`config.mk`:
```
export PLATFORM = sky130hd
export DESIGN_NAME = debounce_edge_multi
export DESIGN_NICKNAME = d
export VERILOG_FILES = /design/src/rtl/debounce_pkg.sv /design/src/rtl/debounce_chan.sv /design/src/rtl/debounce_edge_multi.sv
export SDC_FILE = /design/constraint.sdc
export NUM_CORES = 1
export LEC_CHECK = 0
export BUFFER_PORTS_ARGS = -buffer_cell sky130_fd_sc_hd__buf_2
export CORE_ASPECT_RATIO = 0.5
export CORE_MARGIN = 4
export CORE_UTILIZATION = 35
export CTS_BUF_LIST = sky130_fd_sc_hd__clkbuf_8 sky130_fd_sc_hd__clkbuf_16
export DETAILED_ROUTE_END_ITERATION = 6
export PLACE_DENSITY = 0.6
export SLEW_MARGIN = 20
export SYNTH_ARGS = -nofsm -noshare
export SYNTH_HDL_FRONTEND = slang
export SYNTH_HIERARCHICAL = 1
export SYNTH_SLANG_ARGS = --single-unit
```
`constraint.sdc`:
```
create_clock -name clk -period 1.73 [get_ports clk]
set_input_delay 0.2595 -clock clk [delete_from_list [all_inputs] [get_ports clk]]
set_output_delay 0.2595 -clock clk [all_outputs]
set_load 0.02 [all_outputs]
```
`src/rtl/debounce_pkg.sv`:
```
// Shared definitions for the multi-channel debouncer: FSM state encoding
// and a helper that decodes the debounced level from a state.
package debounce_pkg;

    typedef enum logic [1:0] {
        ZERO  = 2'b00,
        WAIT1 = 2'b01,
        ONE   = 2'b10,
        WAIT0 = 2'b11
    } state_t;

    // ONE and WAIT0 both still present the old/new high level to the outside.
    function automatic logic level_of(input state_t st);
        return (st == ONE) || (st == WAIT0);
    endfunction

endpackage

```
`src/rtl/debounce_chan.sv`:
```
// One debouncer channel: 2-flop synchroniser, four-state filter FSM with a
// stability counter, and Moore or Mealy rise/fall tick generation.
module debounce_chan
    import debounce_pkg::*;
#(
    parameter int STABLE = 4,
    parameter int MEALY  = 0
) (
    input  logic clk,
    input  logic reset,
    input  logic sw,
    input  logic sample_tick,
    output logic db_level,
    output logic rise_tick,
    output logic fall_tick
);

    localparam int CW = $clog2(STABLE);
    localparam logic [CW-1:0] CNT_LOAD = CW'(STABLE - 1);

    logic          sync_meta;
    logic          s;
    state_t        state;
    state_t        state_next;
    logic [CW-1:0] cnt;
    logic [CW-1:0] cnt_next;
    logic          cnt_zero;

    assign cnt_zero = (cnt == '0);

    always_ff @(posedge clk) begin
        if (reset) begin
            sync_meta <= 1'b0;
            s         <= 1'b0;
            state     <= ZERO;
            cnt       <= '0;
        end else begin
            sync_meta <= sw;
            s         <= sync_meta;
            state     <= state_next;
            cnt       <= cnt_next;
        end
    end

    // A bounce back to the settled level aborts a WAIT state regardless of sample_tick.
    always_comb begin
        state_next = state;
        cnt_next   = cnt;
        unique case (state)
            ZERO: begin
                if (s) begin
                    state_next = WAIT1;
                    cnt_next   = CNT_LOAD;
                end
            end
            WAIT1: begin
                if (!s) begin
                    state_next = ZERO;
                end else if (sample_tick && cnt_zero) begin
                    state_next = ONE;
                end else if (sample_tick) begin
                    cnt_next = cnt - CW'(1);
                end
            end
            ONE: begin
                if (!s) begin
                    state_next = WAIT0;
                    cnt_next   = CNT_LOAD;
                end
            end
            WAIT0: begin
                if (s) begin
                    state_next = ONE;
                end else if (sample_tick && cnt_zero) begin
                    state_next = ZERO;
                end else if (sample_tick) begin
                    cnt_next = cnt - CW'(1);
                end
            end
            default: begin
                state_next = ZERO;
            end
        endcase
    end

    assign db_level = level_of(state) & ~reset;

    generate
        if (MEALY != 0) begin : g_mealy
            assign rise_tick = ~reset & (state == WAIT1) & s  & sample_tick & cnt_zero;
            assign fall_tick = ~reset & (state == WAIT0) & ~s & sample_tick & cnt_zero;
        end else begin : g_moore
            logic level_q;

            always_ff @(posedge clk) begin
                if (reset) begin
                    level_q <= 1'b0;
                end else begin
                    level_q <= db_level;
                end
            end

            assign rise_tick = ~reset & db_level  & ~level_q;
            assign fall_tick = ~reset & ~db_level & level_q;
        end
    endgenerate

endmodule

```
`src/rtl/debounce_edge_multi.sv`:
```
// N independent debouncer channels sharing clock, reset and the sample
// qualifier; each produces a clean level and single-cycle edge ticks.
module debounce_edge_multi
    import debounce_pkg::*;
#(
    parameter int N      = 4,
    parameter int STABLE = 4,
    parameter int MEALY  = 0
) (
    input  logic         clk,
    input  logic         reset,
    input  logic [N-1:0] sw,
    input  logic         sample_tick,
    output logic [N-1:0] db_level,
    output logic [N-1:0] rise_tick,
    output logic [N-1:0] fall_tick
);

    genvar i;
    generate
        for (i = 0; i < N; i++) begin : g_chan
            debounce_chan #(
                .STABLE (STABLE),
                .MEALY  (MEALY)
            ) u_chan (
                .clk         (clk),
                .reset       (reset),
                .sw          (sw[i]),
                .sample_tick (sample_tick),
                .db_level    (db_level[i]),
                .rise_tick   (rise_tick[i]),
                .fall_tick   (fall_tick[i])
            );
        end
    endgenerate

endmodule
```
==> flow_summary.ini <==
[status]
status = finished clean

[global_routing]
grt_usage_pct = 9.87
grt_max_degree = 17
grt_pass1_wl_mm = 3.37
grt_pass1_vias = 795
grt_antenna_before_repair = 0
grt_overflow = 0

[sta]
tightest_slew_ns = 0.360
maxSlewHeadroom_pct = 75.8
tns_ns = 0
slew_viol_final = 0
period_needed_ns = 1.41
final-hold-violation-count = 0
grt_setup_unrepaired = no
worst_slack_ns = 0.322
fin_skew_ns = 0.00766
post-route-period-util_pct = 81.4
setup_violations = 0
fmaxAchievable_mhz = 710

[placement]
portBuffers = 18
dp_hpwl_mm = 1.38
place_ws_ns = 0.424
place_congestion = 0.755

[power]
vdd_drop_max_uv = 507
p_int_mw = 1.02
p_total_mw = 1.28
p_per_area_nw_per_um2 = 928
pwr-share-comb_pct = 7.7
seq_power_share_pct = 52.8
p_leak_nw = 0.551
swShare_pct = 20.5
p_sw_uw = 262
pwr-share-clk_pct = 39.6

[critical_path]
ff2ff_setup_slack_ns = 0.36
crit_fanout = 5
critPathRequiredTime_ns = 1.47
cp-start-kind = flop
worst-setup-path-type = reg2out
endpoint_kind = primary output
worst-r2r-cell-count = 5
r2r-start = g_chan[3].u_chan/cnt[0]
critical_path_arrival_ns = 1.15
r2r_end = g_chan[3].u_chan/cnt[0]

[detailed_routing]
dr.pass1.iters = 4
wirelength_mm = 1.97
drt_iter0_drc = 22
num_vias = 844
ant_nets = 0
drc = 0
vias_per_cell = 4.80
avgRoutedWirePerCell_microns = 11.2

[synth]
syn_area_per_cell_sq_um = 10.1
synthMostInstantiatedCell = dfxtp_1
synth-seq-area-share_pct = 48.1
async_reset_ff_share_pct = 0
synth_cell_types = 19
syn-cell-area_sq_um = 1170
synthTopCellsByCount = dfxtp_1, nor2b_1, inv_1, nor2b_2
synth_cells = 116
synth-edff-count = 0
synth_largest_area_cell = dfxtp_1
synth_top_area_share_pct = 48.1
synthTopCellsByArea = dfxtp_1, nor2b_1, nor2b_2
syn-num-nets = 127
yosys_most_used_dff = dfxtp_1
yosysWarnings = 6
ys_seq_elements = 28

[clock_network]
cts_buffers = 3
cts_tree = built
cts_root_buf = clkbuf_8
path_clk_slew_ns = 0.10
clock_path_buffers = 2
clock_latency_ns = 0.27
post_cts_buffers = 0
post_cts_resized = 0
h-tree-depth = 1
cts_hold_buf = 0
cts_num_sinks = 28

[cells_and_area]
layout.nets = 148
antennaDiodeCount = 0
final_layout_size_suffix_gt1_share_pct = 26.5
areaGrowthSynthToFinish_pct = 18.1

[hold_path]
hold_depth = 2
hp-class = in2reg
worstHoldStart = sw[2]
min_to = g_chan[2].u_chan/sync_meta

[floorplan]
start_util_pct = 37.6
fp.coreArea_sq_um = 3100
die_x_microns = 89.6
ios = 19
dieArea_sq_um = 4380
die_h_microns = 48.8
num_rows = 14

[run]
cap_viol_max_count = 0
-- cell type report --
type                            count  area (sq um)
Sequential cell                    28           561
Clock buffer                        3          41.3
Fill cell                         305          1720
Tap cell                           40          50.0
Timing Repair Buffer               20           105
Multi-Input combinational cell     76           561
Clock inverter                      1          30.0
Inverter                            8          30.0
-- power groups by stage --
stage | combinational, mW | sequential [mW] | clock, mW
finish | 0.0979 | 0.675 | 0.506
CTS | 0.0990 | 0.675 | 0.523
global placement | 0.0949 | 0.689 | 0
global route | 0.111 | 0.677 | 0.545
detailed placement | 0.0983 | 0.690 | 0
floorplan | 0.0698 | 0.688 | 0
-- cells in the final DEF, fill, tap and decap left out --
cell type | Yosys | layout
dfxtp_1 | 28 | 28
buf_2 | 0 | 18
nor2b_1 | 12 | 12
inv_1 | 8 | 8
nor2b_2 | 8 | 8
nor3b_1 | 4 | 4
nand3_1 | 4 | 4
mux2i_1 | 4 | 4
nor2_1 | 4 | 4
nand2_1 | 4 | 4
xnor2_1 | 4 | 4
nor3_1 | 4 | 4
nand2b_2 | 4 | 4
a21o_1 | 4 | 4
a221oi_1 | 4 | 4
a311oi_1 | 4 | 4
nor4_1 | 4 | 4
a211oi_1 | 4 | 4
ha_1 | 4 | 4
clkbuf_8 | 0 | 3
buf_4 | 0 | 2
bufinv_16 | 0 | 1
-- cell families after synthesis --
| family | after synthesis | synth area share, % |
|---|---|---|
| AOI/OAI and AO/OA | 16 | 11.2 |
| xor gates and xnor gates | 4 | 3.00 |
| DFF | 28 | 48.1 |
| buffers and inverters | 12 | 3.86 |
| and+or+nand+nor | 48 | 26.2 |
| muxes | 4 | 3.43 |
| adders and majority gates | 4 | 4.29 |
-- worst max-delay path by stage --
stage / start / to / slack (ns)
5_1_grt: flop / rise_tick[2] / 0.22
3_5_place_dp: g_chan[3].u_chan/cnt[0] / g_chan[3].u_chan/cnt[1] / 0.42
6_report: flop / rise_tick[2] / 0.32
4_1_cts: flop / rise_tick[2] / 0.29
3_3_place_gp: g_chan[3].u_chan/cnt[0] / g_chan[3].u_chan/cnt[1] / 0.45
2_1_floorplan: reset / rise_tick[0] / 0.39
-- worst max-delay path, stage by stage (launching register included) --
cell and delay [ns]:
dfxtp_1 0.41, nor2b_2 0.17, nor2b_1 0.13, buf_2 0.17
-- metal layers --
layer | routed length, microns | up-vias | global-route usage (%)
met4 | 14 | 0 | 2.23
met2 | 952 | 9 | 17.2
met1 | 931 | 391 | 11.1
met5 | 0 | - | 0
li1 | - | 442 | -
met3 | 69 | 2 | 4.05
-- metrics by stage --
stage | hold WS [ns] | area (sq um) | instances | util (%)
2_1_floorplan | 0.383 | 1170 | 116 | -
3_3_place_gp | 0.418 | 1310 | 172 | 42.1
3_5_place_dp | 0.428 | 1310 | 172 | 42.1
4_1_cts | 0.186 | 1380 | 176 | 44.4
5_1_grt | 0.183 | 1380 | 176 | 44.4
6_report | 0.189 | 1380 | 176 | 44.4
(Power assumes the default switching activity.)
